## config.mk

```make
export PLATFORM = sky130hd
export DESIGN_NAME = hazard_controller
export DESIGN_NICKNAME = d
export VERILOG_FILES = /design/src/rtl/hazard_controller.sv
export SDC_FILE = /design/constraint.sdc
export NUM_CORES = 1
export LEC_CHECK = 0
export CAP_MARGIN = 30
export CORE_AREA = 3 3 40 42
export DETAILED_ROUTE_END_ITERATION = 8
export DIE_AREA = 0 0 43 45
export PLACE_DENSITY = 0.74
export SLEW_MARGIN = 20
export SYNTH_ARGS = -nofsm -noshare
export SYNTH_HDL_FRONTEND = slang
export SYNTH_SLANG_ARGS = --single-unit
```

## constraint.sdc

```tcl
create_clock -name CLK -period 3.41 [get_ports CLK]
set_input_delay 0.682 -clock CLK [delete_from_list [all_inputs] [get_ports CLK]]
set_output_delay 0.682 -clock CLK [all_outputs]
set_load 0.01 [all_outputs]
```

## src/rtl/hazard_controller.sv

```systemverilog
// hazard_controller: pipeline sequencer for the 5-stage MIPS core.
// Drives the PC and pipeline-register enables/flushes for load-use stalls,
// dcache waits, taken-branch/jump flushes and halt.
// Optional build macro HAZARD_PERF_CNT_EN adds the stall/flush/dwait
// performance counters and their output ports.
module hazard_controller #(
  parameter int unsigned REGW = 5
`ifdef HAZARD_PERF_CNT_EN
  , parameter int unsigned CNTW = 32
`endif
) (
  input  logic            CLK,
  input  logic            nRST,
  input  logic            ihit,
  input  logic            dhit,
  input  logic            exm_dREN,
  input  logic            exm_dWEN,
  input  logic            idex_dREN,
  input  logic [REGW-1:0] idex_wsel,
  input  logic [REGW-1:0] ifid_rs,
  input  logic [REGW-1:0] ifid_rt,
  input  logic            exm_br_taken,
  input  logic            id_jump,
  input  logic            mwb_halt,
  output logic            pc_en,
  output logic            ifid_en,
  output logic            idex_en,
  output logic            exm_en,
  output logic            mwb_en,
  output logic            ifid_flush,
  output logic            idex_flush,
  output logic            exm_flush,
  output logic            mwb_flush,
  output logic            halt,
  output logic [1:0]      state
`ifdef HAZARD_PERF_CNT_EN
  , output logic [CNTW-1:0] stall_cnt,
  output logic [CNTW-1:0] flush_cnt,
  output logic [CNTW-1:0] dwait_cnt
`endif
);

  typedef enum logic [1:0] {
    RUN   = 2'd0,
    LDUSE = 2'd1,
    DWAIT = 2'd2,
    HALT  = 2'd3
  } state_t;

  state_t state_q, state_d;
  logic   halt_q;

  logic dmem_pend;
  logic lduse;

  // Raw control before reset gating.
  logic pc_r, ifid_en_r, idex_en_r, exm_en_r, mwb_en_r;
  logic ifid_fl_r, idex_fl_r, exm_fl_r, mwb_fl_r;

`ifdef HAZARD_PERF_CNT_EN
  logic ev_stall, ev_flush, ev_dwait;
`endif

  assign dmem_pend = (exm_dREN | exm_dWEN) & ~dhit;
  assign lduse     = idex_dREN & (idex_wsel != '0) &
                     ((idex_wsel == ifid_rs) | (idex_wsel == ifid_rt));

  // Priority decode of the current cycle's stall/flush controls and next state.
  always_comb begin
    pc_r      = 1'b1;
    ifid_en_r = 1'b1;
    idex_en_r = 1'b1;
    exm_en_r  = 1'b1;
    mwb_en_r  = 1'b1;
    ifid_fl_r = 1'b0;
    idex_fl_r = 1'b0;
    exm_fl_r  = 1'b0;
    mwb_fl_r  = 1'b0;
    state_d   = RUN;
`ifdef HAZARD_PERF_CNT_EN
    ev_stall  = 1'b0;
    ev_flush  = 1'b0;
    ev_dwait  = 1'b0;
`endif
    if (state_q == HALT || mwb_halt) begin
      // Whole pipe frozen; only reset leaves HALT.
      pc_r      = 1'b0;
      ifid_en_r = 1'b0;
      idex_en_r = 1'b0;
      exm_en_r  = 1'b0;
      mwb_en_r  = 1'b0;
      state_d   = HALT;
    end else if (dmem_pend) begin
      // Freeze upstream, bubble into MEM/WB so the access does not write back twice.
      pc_r      = 1'b0;
      ifid_en_r = 1'b0;
      idex_en_r = 1'b0;
      exm_en_r  = 1'b0;
      mwb_fl_r  = 1'b1;
      state_d   = DWAIT;
`ifdef HAZARD_PERF_CNT_EN
      ev_dwait  = 1'b1;
`endif
    end else if (exm_br_taken) begin
      ifid_fl_r = 1'b1;
      idex_fl_r = 1'b1;
      exm_fl_r  = 1'b1;
`ifdef HAZARD_PERF_CNT_EN
      ev_flush  = 1'b1;
`endif
    end else if (lduse && state_q != LDUSE) begin
      // The compare seen in LDUSE is stale (ID/EX holds the bubble), so it is skipped there.
      pc_r      = 1'b0;
      ifid_en_r = 1'b0;
      idex_fl_r = 1'b1;
      state_d   = LDUSE;
`ifdef HAZARD_PERF_CNT_EN
      ev_stall  = 1'b1;
`endif
    end else if (id_jump) begin
      ifid_fl_r = 1'b1;
`ifdef HAZARD_PERF_CNT_EN
      ev_flush  = 1'b1;
`endif
    end else if (!ihit) begin
      pc_r      = 1'b0;
      ifid_fl_r = 1'b1;
    end
  end

  // State and sticky halt flag.
  always_ff @(posedge CLK or negedge nRST) begin
    if (!nRST) begin
      state_q <= RUN;
      halt_q  <= 1'b0;
    end else begin
      state_q <= state_d;
      if (state_d == HALT) halt_q <= 1'b1;
    end
  end

`ifdef HAZARD_PERF_CNT_EN
  // Performance counters; events never fire in HALT so the counts freeze there.
  always_ff @(posedge CLK or negedge nRST) begin
    if (!nRST) begin
      stall_cnt <= '0;
      flush_cnt <= '0;
      dwait_cnt <= '0;
    end else begin
      if (ev_stall) stall_cnt <= stall_cnt + 1'b1;
      if (ev_flush) flush_cnt <= flush_cnt + 1'b1;
      if (ev_dwait) dwait_cnt <= dwait_cnt + 1'b1;
    end
  end
`endif

  assign pc_en      = nRST & pc_r;
  assign ifid_en    = nRST & ifid_en_r;
  assign idex_en    = nRST & idex_en_r;
  assign exm_en     = nRST & exm_en_r;
  assign mwb_en     = nRST & mwb_en_r;
  assign ifid_flush = nRST & ifid_fl_r;
  assign idex_flush = nRST & idex_fl_r;
  assign exm_flush  = nRST & exm_fl_r;
  assign mwb_flush  = nRST & mwb_fl_r;
  assign halt       = halt_q;
  assign state      = state_q;

endmodule
```

## Word-level counts from Yosys, hierarchy flattened

Index checks and enable logic that the tools add are counted.

- Register bits: 3
- Logic and storage cells: 56
- Output and inout port bits: 12
- Bits of input ports: 25

- Reductions and logical operators: 3
- Bitwise gates (word level): 14
- Mux-type cells: 32
- Equal/unequal tests: 5

Operators with widths:

| cell | count |
|---|---|
| $mux W1 | 30 |
| $and A1 B1 Y1 | 11 |
| $eq A5 B5 Y1 | 2 |
| $reduce_bool A5 Y1 | 1 |
| $eq A2 B2 Y1 const B | 2 |
| $mux W2 | 2 |
| $ne A2 B1 Y1 const B | 1 |
| $or A1 B1 Y1 | 2 |
| $logic_and A1 B1 Y1 | 1 |
| $logic_or A1 B1 Y1 | 1 |
| $not A1 Y1 | 1 |

## Logic depth before layout (Yosys ltp)

Gate-level depths: netlist of run 1.

- Depth after elaboration: 9
- Depth in mapped cells: 5
- Mapped depth without buffers: 5

## Worst setup path after synthesis of run 1

No wires, ideal clock.

- Path type: input to output
- Start point: in idex_wsel[1]
- End point: out ifid_en
- Path slack: 1.033 ns
- Stages on the path: 4
- Data arrival time: 1.695 ns
- Path buffers: 0
- Cells stage by stage: or4_4 -> o221ai_2 -> nor2_2 -> a21oi_1

- Longest elaborated chain between the ends: 9

RTL lines:

| item | line | RTL |
|---|---|---|
| start, declared | 19 | `input logic [REGW-1:0] idex_wsel,` |
| $eq A5 B5 Y1 or $reduce_bool A5 Y1 (tied branches) | 66, 65 |  |
| $or A1 B1 Y1 or $and A1 B1 Y1 (tied branches) | 66, 65 |  |
| $and A1 B1 Y1 (*) | 65 | `assign lduse = idex_dREN & (idex_wsel != '0) &` |
| $logic_and A1 B1 Y1 (*) | 111 | `end else if (lduse && state_q != LDUSE) begin` |
| $mux W1 (*) | 111 |  |
| $mux W1 (*) | 104 | `end else if (exm_br_taken) begin` |
| $mux W1 (*) | 93 | `end else if (dmem_pend) begin` |
| $mux W1 (*) | 85 | `if (state_q == HALT \|\| mwb_halt) begin` |
| $and A1 B1 Y1 (*) | 158 | `assign ifid_en = nRST & ifid_en_r;` |
| end, declared | 26 | `output logic ifid_en,` |

Mark *: on every way between the ends. The rest lies on a longest branch, timed or not.

## Worst setup path in the final report of run 1

- Start point: in idex_wsel[1]
- End point: out idex_flush

- Longest elaborated chain between the ends: 9

RTL lines:

| item | line | RTL |
|---|---|---|
| $eq A5 B5 Y1 or $reduce_bool A5 Y1 (tied branches) | 66, 65 |  |
| $or A1 B1 Y1 or $and A1 B1 Y1 (tied branches) | 66, 65 |  |
| $and A1 B1 Y1 (*) | 65 |  |
| $logic_and A1 B1 Y1 (*) | 111 |  |
| $mux W1 (*) | 111 |  |
| $mux W1 (*) | 104 |  |
| $mux W1 (*) | 93 |  |
| $mux W1 (*) | 85 |  |
| $and A1 B1 Y1 (*) | 163 | `assign idex_flush = nRST & idex_fl_r;` |
| end, declared | 31 | `output logic idex_flush,` |

Marks and branches as above.

==> impl_results.md, run 1 <==
- Run status: completed
- Number of remaining DRC errors: 0
- Num ports: 37
- Area Growth Syn to Fin: 131%
- Slew Limit Fails: 0
- Data required time of the worst path: 2730 ps
- PD cells: 196 nW/µm²
- Via Count: 458
- DRT Wirelength: 1150 µm
- Die H: 45 µm
- Vias in the first global route: 435
- Post-CTS Setup Bufs: 0
- ANT nets after route: 0
- Clk buf depth: 2
- Worst setup EP type: output pin
- Antenna Diode Count: 0
- Crit-path max cell delay: 570 ps
- Initial DRC Count: 2
- Core Box Area: 1280 µm²
- FF+latch count, synth: 3
- RSZ-0062 raised after global routing: false
- Post-synth top area cell: xnor2_1
- Layout Nets: 111
- Max frequency: 301 MHz
- Sinks on Clock Net: 3
- Max-cap violations: 0
- Synth top cells by count: xnor2_1 (10), a21oi_1 (4)
- Total die area: 1940 µm²
- Post-synth EDFFs: 0
- Synth async-reset ratio: 100%
- Syn Std Cell Area: 338 µm²
- Largest net degree at the start of global routing: 6
- Worst setup SP type: input port
- Most frequent cell after synthesis: xnor2_1
- First-pass GRT wire length: 1760 µm
- Worst Path Buf+Inv: 2
- Seq/Total Area, Yosys: 22.2%
- Worst-path cell chain: clkdlybuf4s50_1 > or4_4 > o221ai_4 > nor2_1 > a21o_1 > clkdlybuf4s50_1
- Grt ovf: 0
- Final Cycle Share: 97.5%
- Worst min path class: reg2reg
- Fraction of layout cells with a size suffix above 1: 11.8%
- Most area-consuming cells after synthesis: xnor2_1 (26%), dfrtp_1 (22%), a21oi_1 (5.9%)
- Clock slew at reported path FFs: 40 ps
- FP Rows: 13
- # hold bufs at CTS: 0
- GR Util All Layers: 12.7%
- Root Buffer: clkbuf_4
- First-pass DRT Iterations: 2
- Placer Congestion: 0.690
- Vias per inst: 4.58
- Initial antenna violation count: 0
- Final Critical Period: 3320 ps
- Clk_lat worst skew: 230 ps
- Post-Syn Instances: 42
- Initial Util: 26.3%
- H-tree level count: 1
- Input/output buffers: 36
- Met1 Track Usage GR: 13.5%
- Fin Setup TNS: 0 ps
- Post-synthesis cell type count: 20
- Syn. warnings: 0
- Die W: 43 µm
- Worst-path fanout max: 3
- Share of the synthesized area in the top cell type: 25.9%
- Avg WL per Cell: 11.5 µm
- Top_reg_cell synth: dfrtp_1
- Worst-Margin Slew: 401 ps
- Clock Skew: 1.01 ps
- Slew margin rel.: 73.3%
- M2 GR Usage: 21.3%
- Synth Net Count: 67
- Post-Route Utilization: 60.8%
- Critical Path AT: 2640 ps
- Leakage power total: 0.339 nW
- Cell mode on critical path: clkdlybuf4s50_1
- GR met3 Demand/Resource: 1.59%
- CP top delay family: buffers and inverters
- Synth Area per Inst: 8.04 µm²
- CTS Buf Count: 3
- PostCTS Resize Cnt: 1
- Final Setup Violations: 0
- Final hold violations: 0
- Busiest grt layer: met2
- Crit-path slowest cell: or4_4
- CTS tree: yes
- Setup CP Type: in2out
- Worst VDD drop: 0.0000727 V
## final cells by class
cell class | instances | area [µm²]
clock buffers | 4 | 26.3
fillers | 120 | 504
inverters | 3 | 11.3
multi-input cells | 35 | 255
flip-flops and latches | 3 | 75.1
well taps | 15 | 18.8
repair buffers | 40 | 394
## flip-flops by register name, indices dropped and copies added (netlist names)
| name | flops |
|---|---|
| state | 2 |
| halt | 1 |
## metal layers
metal,routed length (µm),share of wire (%)
met1,444,39
met2,597,52
met3,69,6.0
met4,36,3.1
met5,0,0
## per-stage QoR
step	power (mW)	cells	hold WS [ps]	instance area (µm²)	setup WS, ps
finish	0.153	100	468	781	85.3
global route	0.167	100	504	781	14.6
CTS	0.157	100	473	764	31.0
detailed placement	0.0912	96	463	739	-3.91
global placement	0.0905	96	453	739	1.68
floorplan	0.0534	42	386	338	1030
## report_power, final
group | leakage (nW) | internal, mW | switching (mW)
clock | 0.0150 | 0.0438 | 0.0179
sequential | 0.0262 | 0.0358 | 0.000000819
combinational | 0.298 | 0.0379 | 0.0180
## logic make-up (layout without fill, tap and decap cells)
kind of cell | count (synthesis) | count (layout) | synth area share, %
xor+xnor | 10 | 10 | 25.9
compound gates | 11 | 11 | 23.0
flops | 3 | 3 | 22.2
buf+inv | 4 | 47 | 5.56
simple gates | 14 | 14 | 23.3
## cells in the final DEF (no fill, tap or decap), drive strengths merged
cell type      instances
buf                    4
dlygate4sd2            1
a31o                   1
a21o                   1
dfrtp                  3
nand2b                 2
or4                    1
clkbuf                 4
inv                    3
nand3                  3
o22ai                  1
clkdlybuf4s50         33
o31ai                  1
xnor2                 10
dlymetal6s2s           2
nor2b                  1
o21ai                  1
o221ai                 1
o21bai                 1
nor2                   2
nand2                  3
and2                   2
a21oi                  4
## path summary, 6_finish.rpt
check / start / slack [ps] / to / cells after the start
max: idex_wsel[1] / 90 / idex_flush / 6
min in group asynchronous: nRST / 660 / halt / 1
min reg2reg: halt / 470 / halt / 1
min: halt / 470 / halt / 1
max in group asynchronous: nRST / 2580 / state[1] / 1
max reg2reg: state[1] / 2320 / state[0] / 4
Note: power is estimated with default switching activity, not from simulation.
==> run 2: changes to the inputs <==
--- a/config.mk
+++ b/config.mk
@@ -5,11 +5,10 @@
 export SDC_FILE = /design/constraint.sdc
 export NUM_CORES = 1
 export LEC_CHECK = 0
-export CAP_MARGIN = 30
 export CORE_AREA = 3 3 40 42
 export DETAILED_ROUTE_END_ITERATION = 8
 export DIE_AREA = 0 0 43 45
-export PLACE_DENSITY = 0.74
+export DONT_BUFFER_PORTS = 1
 export SLEW_MARGIN = 20
 export SYNTH_ARGS = -nofsm -noshare
 export SYNTH_HDL_FRONTEND = slang
==> impl_results.md, run 2 (synthesis gave the netlist of run 1 again) <==
- Final hold violations: 0 (unchanged)
- Sequential cell area: 75.1 µm² (unchanged)
- Placed cell area: 349 µm² (was 739 µm²)
- Comb pwr share: 16.5% (was 36.4%)
- Clk_lat worst skew: 230 ps (about the same)
- Largest net degree at the start of global routing: 6 (unchanged)
- ANT nets after route: 0 (unchanged)
- H-tree level count: 1 (unchanged)
- PD cells: 309 nW/µm² (was 196 nW/µm²)
- Int Power: 0.0913 mW (was 0.118 mW)
- Setup CP Type: reg2out (was in2out)
- Worst-path fanout max: 5 (was 3)
- Critical Path AT: 1820 ps (was 2640 ps)
- Initial DRC Count: 6 (was 2)
- Final Cycle Share: 73.3% (was 97.5%)
- Largest register FFs: 2 (unchanged)
- Max-cap violations: 0 (unchanged)
- Most frequent cells in the layout: xnor2_1 (10), a21oi_1 (4) (was clkdlybuf4s50_1 (33), xnor2_1 (10), a21oi_1 (4), buf_4 (4))
- FP Rows: 13 (unchanged)
- Avg WL per Cell: 13.4 µm (was 11.5 µm)
- Run status: completed (unchanged)
- Max frequency: 400 MHz (was 301 MHz)
- Sinks on Clock Net: 3 (unchanged)
- Commonest non-fill, non-tap cell in the layout: xnor2_1 (was clkdlybuf4s50_1)
- Vias per inst: 5.17 (was 4.58)
- Non-Filler Instances: 60 (was 100)
- Slew Limit Fails: 0 (unchanged)
- Data required time of the worst path: 2730 ps (about the same)
- R2R Setup Slk: 2250 ps (was 2320 ps)
- Placer Congestion: 0.732 (was 0.690)
- Worst setup EP type: output pin (unchanged)
- Final Critical Period: 2500 ps (was 3320 ps)
- Fin area: 375 µm² (was 781 µm²)
- Worst-path cell chain: a21oi_1 > nand3_1 > inv_1 > and2_1 > a21o_1 (was clkdlybuf4s50_1 > or4_4 > o221ai_4 > nor2_1 > a21o_1 > clkdlybuf4s50_1)
- Vias in the first global route: 319 (was 435)
- Total die area: 1940 µm² (unchanged)
- Part of the power in registers: 30.8% (was 23.3%)
- Num ports: 37 (unchanged)
- Fin Setup TNS: 0 ps (unchanged)
- First-pass GRT wire length: 1260 µm (was 1760 µm)
- Core Box Area: 1280 µm² (unchanged)
- Input/output buffers: 0 (was 36)
- Worst setup SP type: register (was input port)
- Sw frac: 21.4% (was 23.4%)
- Clock Skew: 3.20 ps (was 1.01 ps)
- GR Util All Layers: 9.01% (was 12.7%)
- Antenna Diode Count: 0 (unchanged)
- Fillers: 146 (was 120)
- Placed wire-length estimate: 715 µm
- Post-Route Utilization: 29.2% (was 60.8%)
- # hold bufs at CTS: 0 (unchanged)
- Clk buf depth: 2 (unchanged)
- First-pass DRT Iterations: 2 (unchanged)
- Leakage power total: 0.138 nW (was 0.339 nW)
- Final Setup Violations: 0 (unchanged)
- Final total power: 0.116 mW (was 0.153 mW)
- Grt ovf: 0 (unchanged)
- Root Buffer: clkbuf_4 (unchanged)
- Clock slew at reported path FFs: 40 ps (about the same)
- CTS Buf Count: 3 (unchanged)
- Sw power: 0.0249 mW (was 0.0358 mW)
- Number of remaining DRC errors: 0 (unchanged)
- Layout Nets: 71 (was 111)
- PostCTS Resize Cnt: 0 (was 1)
- Multi-input gate area: 244 µm² (was 255 µm²)
- Dpl cells: 56 (was 96)
- Crit-path slowest cell: dfrtp_1 (was or4_4)
- Worst-Margin Slew: 412 ps (was 401 ps)
- DRT Wirelength: 803 µm (was 1150 µm)
- Area Growth Syn to Fin: 11.1% (was 131%)
- Crit-path max cell delay: 420 ps (was 570 ps)
- Initial Util: 26.3% (unchanged)
- Die W: 43 µm (unchanged)
- Die H: 45 µm (unchanged)
- Initial antenna violation count: 0 (unchanged)
- Post-CTS Setup Bufs: 0 (unchanged)
- Slew margin rel.: 72.5% (was 73.3%)
- Fraction of layout cells with a size suffix above 1: 13.3% (was 11.8%)
- RSZ-0062 raised after global routing: false (unchanged)
- Worst min path class: in2async (was reg2reg)
- Worst VDD drop: 0.0000954 V (was 0.0000727 V)
- CTS tree: yes (unchanged)
- Via Count: 310 (was 458)
- Clock network power share: 52.7% (was 40.2%)
## run 2: area by class of cell
| type | count | share of cell area [%] |
|---|---|---|
| multi-input combinational | 35 | 65.0 |
| sequential | 3 | 20.0 |
| clock buffer | 4 | 7.00 |
| tap | 15 | 5.00 |
| inverter | 3 | 3.00 |
## run 2: per-layer routing
| metal | part of all wire, % | global-route usage [%] | up-vias |
|---|---|---|---|
| met2 | 50 | 12.0 | 19 |
| met5 | 0 | 0 | - |
| met3 | 12 | 4.38 | 0 |
| li1 | - | - | 149 |
| met4 | 0 | 7.23 | 0 |
| met1 | 38 | 10.9 | 142 |
## run 2: critical path: cells and delay by family, from the launching register on
family	cells	cell delay, ps
DFF	1	420
and+or+nand+nor	2	420
buffers and inverters	1	230
AOI/OAI and AO/OA	2	510
## run 2: final timing paths
| check | from | endpoint | depth (start not counted) |
|---|---|---|---|
| setup / recovery | state[1] | idex_flush | 5 |
| hold / removal | nRST | state[0] | 0 |
| setup reg to reg | state[1] | state[0] | 3 |
| hold reg to reg | halt | halt | 1 |
| max in group asynchronous | nRST | state[1] | 0 |
| min in group CLK | halt | halt | 1 |
## run 2: per-stage QoR
stage	setup slack (ps)	hold WS, ps
global route	641	132
detailed placement	947	386
global placement	945	387
finish	912	147
floorplan	1030	386
CTS	910	141
## run 2: power groups by stage
stage | logic (mW) | registers [mW] | clock network, mW
floorplan | 0.0171 | 0.0363 | 0
global placement | 0.0194 | 0.0363 | 0
detailed placement | 0.0196 | 0.0363 | 0
CTS | 0.0197 | 0.0358 | 0.0630
global route | 0.0218 | 0.0358 | 0.0675
finish | 0.0191 | 0.0358 | 0.0612
==> run 3: changes to the inputs <==
==> constraint.sdc (replaced) <==
create_clock -name CLK -period 2.4 [get_ports CLK]
set_input_delay 0.48 -clock CLK [delete_from_list [all_inputs] [get_ports CLK]]
set_output_delay 0.48 -clock CLK [all_outputs]
set_load 0.01 [all_outputs]
==> impl_results.md, run 3 (synthesis gave the netlist of run 1 again) <==
- Worst r2r path cells: 4 (was 3)
- Run status: completed (unchanged)
- Multi-input gate area: 244 µm² (unchanged)
- Dpl cells: 57 (was 56)
- Initial DRC Count: 8 (was 6)
- Worst reg2reg startpoint: state[1] (unchanged)
- Antenna Diode Count: 0 (unchanged)
- RSZ-0062 raised after global routing: false (unchanged)
- Area Growth Syn to Fin: 16.3% (was 11.1%)
- Total die area: 1940 µm² (unchanged)
- FF-to-FF End: state[0] (unchanged)
- Fillers: 147 (was 146)
- Final Cycle Share: 89.4%
- Clk buf depth: 2 (unchanged)
- Layout Nets: 73 (was 71)
- Input/output buffers: 0 (unchanged)
- CTS tree: yes (unchanged)
- Initial antenna violation count: 0 (unchanged)
- Worst min path class: in2reg (was in2async)
- Leakage power total: 0.148 nW (was 0.138 nW)
- Final Critical Period: 2150 ps
- Clk_lat worst skew: 230 ps (about the same)
- Via Count: 303 (was 310)
- Hold_sp: exm_dREN
- Crit-path max cell delay: 430 ps (was 420 ps)
- Die H: 45 µm (unchanged)
- Hold slack: 462 ps (was 147 ps)
- Root Buffer: clkbuf_4 (unchanged)
- Worst VDD drop: 0.000122 V (was 0.0000954 V)
- Initial Util: 26.3% (unchanged)
- Placed cell area: 357 µm² (was 349 µm²)
- Final Setup Violations: 0 (unchanged)
- Worst-path fanout max: 5 (unchanged)
- Final hold violations: 0 (unchanged)
- Worst Hold Depth: 2
- FP Rows: 13 (unchanged)
- PD cells: 425 nW/µm² (was 309 nW/µm²)
- ANT nets after route: 0 (unchanged)
- Vias per inst: 4.89 (was 5.17)
- Core Box Area: 1280 µm² (unchanged)
- First-pass DRT Iterations: 4 (was 2)
- First-pass GRT wire length: 1170 µm (was 1260 µm)
- GR Util All Layers: 8.01% (was 9.01%)
- Largest net degree at the start of global routing: 6 (unchanged)
- Worst Path Buf+Inv: 1 (unchanged)
- Avg WL per Cell: 13.3 µm (was 13.4 µm)
- Critical Path AT: 1670 ps (was 1820 ps)
- PostCTS Resize Cnt: 0 (unchanged)
- CTS Buf Count: 3 (unchanged)
- Worst Setup Slack, final: 254 ps (was 912 ps)
- Commonest non-fill, non-tap cell in the layout: xnor2_1 (unchanged)
- Crit-path slowest cell: dfrtp_1 (unchanged)
- Sequential cell area: 75.1 µm² (unchanged)
- Post-CTS Setup Bufs: 0 (unchanged)
- Setup CP Type: reg2out (unchanged)
- Placed wire-length estimate: 726 µm (was 715 µm)
- Post-Place Setup Slack: 355 ps (was 947 ps)
- Largest register FFs: 2 (unchanged)
- Number of remaining DRC errors: 0 (unchanged)
- Fin Setup TNS: 0 ps (unchanged)
- Non-Filler Instances: 62 (was 60)
- H-tree level count: 1 (unchanged)
- Max frequency: 466 MHz
- Worst setup EP type: output pin (unchanged)
- Data required time of the worst path: 1920 ps (was 2730 ps)
- Sinks on Clock Net: 3 (unchanged)
- Most frequent cells in the layout: xnor2_1 (10), a21oi_1 (4) (unchanged)
- Worst setup SP type: register (unchanged)
- Grt ovf: 0 (unchanged)
- Worst-path cell chain: a21oi_1 > nand3_1 > inv_1 > and2_1 > a21o_1 (unchanged)
- Fin area: 393 µm² (was 375 µm²)
- Die W: 43 µm (unchanged)
- Slew Limit Fails: 0 (unchanged)
- R2R Setup Slk: 1250 ps (was 2250 ps)
- Vias in the first global route: 291 (was 319)
- Max-cap violations: 0 (unchanged)
- Clock Skew: 1.16 ps (was 3.20 ps)
- Clock slew at reported path FFs: 40 ps (about the same)
- Num ports: 37 (unchanged)
- Hold Crit Endpoint: state[1]
- Fraction of layout cells with a size suffix above 1: 14.9% (was 13.3%)
- Placer Congestion: 0.718 (was 0.732)
- Worst-Margin Slew: 413 ps (was 412 ps)
- DRT Wirelength: 825 µm (was 803 µm)
- CP top delay family: flip-flops (was compound AO/OA/AOI/OAI gates)
- Slew margin rel.: 72.5% (about the same)
-- run 3: cell count changes in the layout (fill, tap and decap cells not counted), sizes merged --
cell and delta:
dlygate4sd3 +1, buf +1
-- run 3: worst reg2reg max path, delay by kind of cell, from the launching register on --
kind | cells | cell delay (ps)
buffers and inverters | 2 | 190
DFF | 1 | 430
AOI/OAI and AO/OA | 2 | 420
-- run 3: worst max-delay path by stage --
stage                 end          from  cells after the start  slack (ps)
2_1_floorplan     ifid_en  idex_wsel[1]                      4         430
3_3_place_gp        pc_en  idex_wsel[1]                      4         360
3_5_place_dp      ifid_en  idex_wsel[1]                      4         360
4_1_cts        idex_flush      state[1]                      5         260
5_1_grt        idex_flush      state[1]                      5         130
6_report       idex_flush      state[1]                      5         250
-- run 3: what timing repair did --
item | 4_1_cts | 5_1_grt
hold endpoints to repair | 3 | 0
hold buffers | 1 | 0
setup endpoints to repair | 0 | 0
-- run 3: layout make-up --
type,count,area share [%]
multi-input cells,35,62.1
flip-flops and latches,3,19.1
clock buffers,4,6.69
well taps,15,4.78
repair buffers,2,4.46
inverters,3,2.87
-- run 3: per-layer routing --
layer	up-vias	wire [µm]	part of all wire, %	track usage, %
met3	0	104	13	1.99
met4	0	0	0	5.42
met5	-	0	0	0
li1	153	-	-	-
met1	131	317	38	9.93
met2	19	403	49	12.3
-- run 3: power breakdown --
| part | internal (mW) | switching (mW) |
|---|---|---|
| Sequential | 0.0509 | 0.00000189 |
| Clock | 0.0622 | 0.0247 |
| Combinational | 0.0177 | 0.0114 |
| Total | 0.131 | 0.0362 |
-- run 3: stage by stage --
step	total power, mW	utilization (%)
2_1_floorplan	0.0759	-
3_3_place_gp	0.0789	27.8
3_5_place_dp	0.0792	27.8
4_1_cts	0.170	30.6
5_1_grt	0.180	30.6
6_report	0.167	30.6
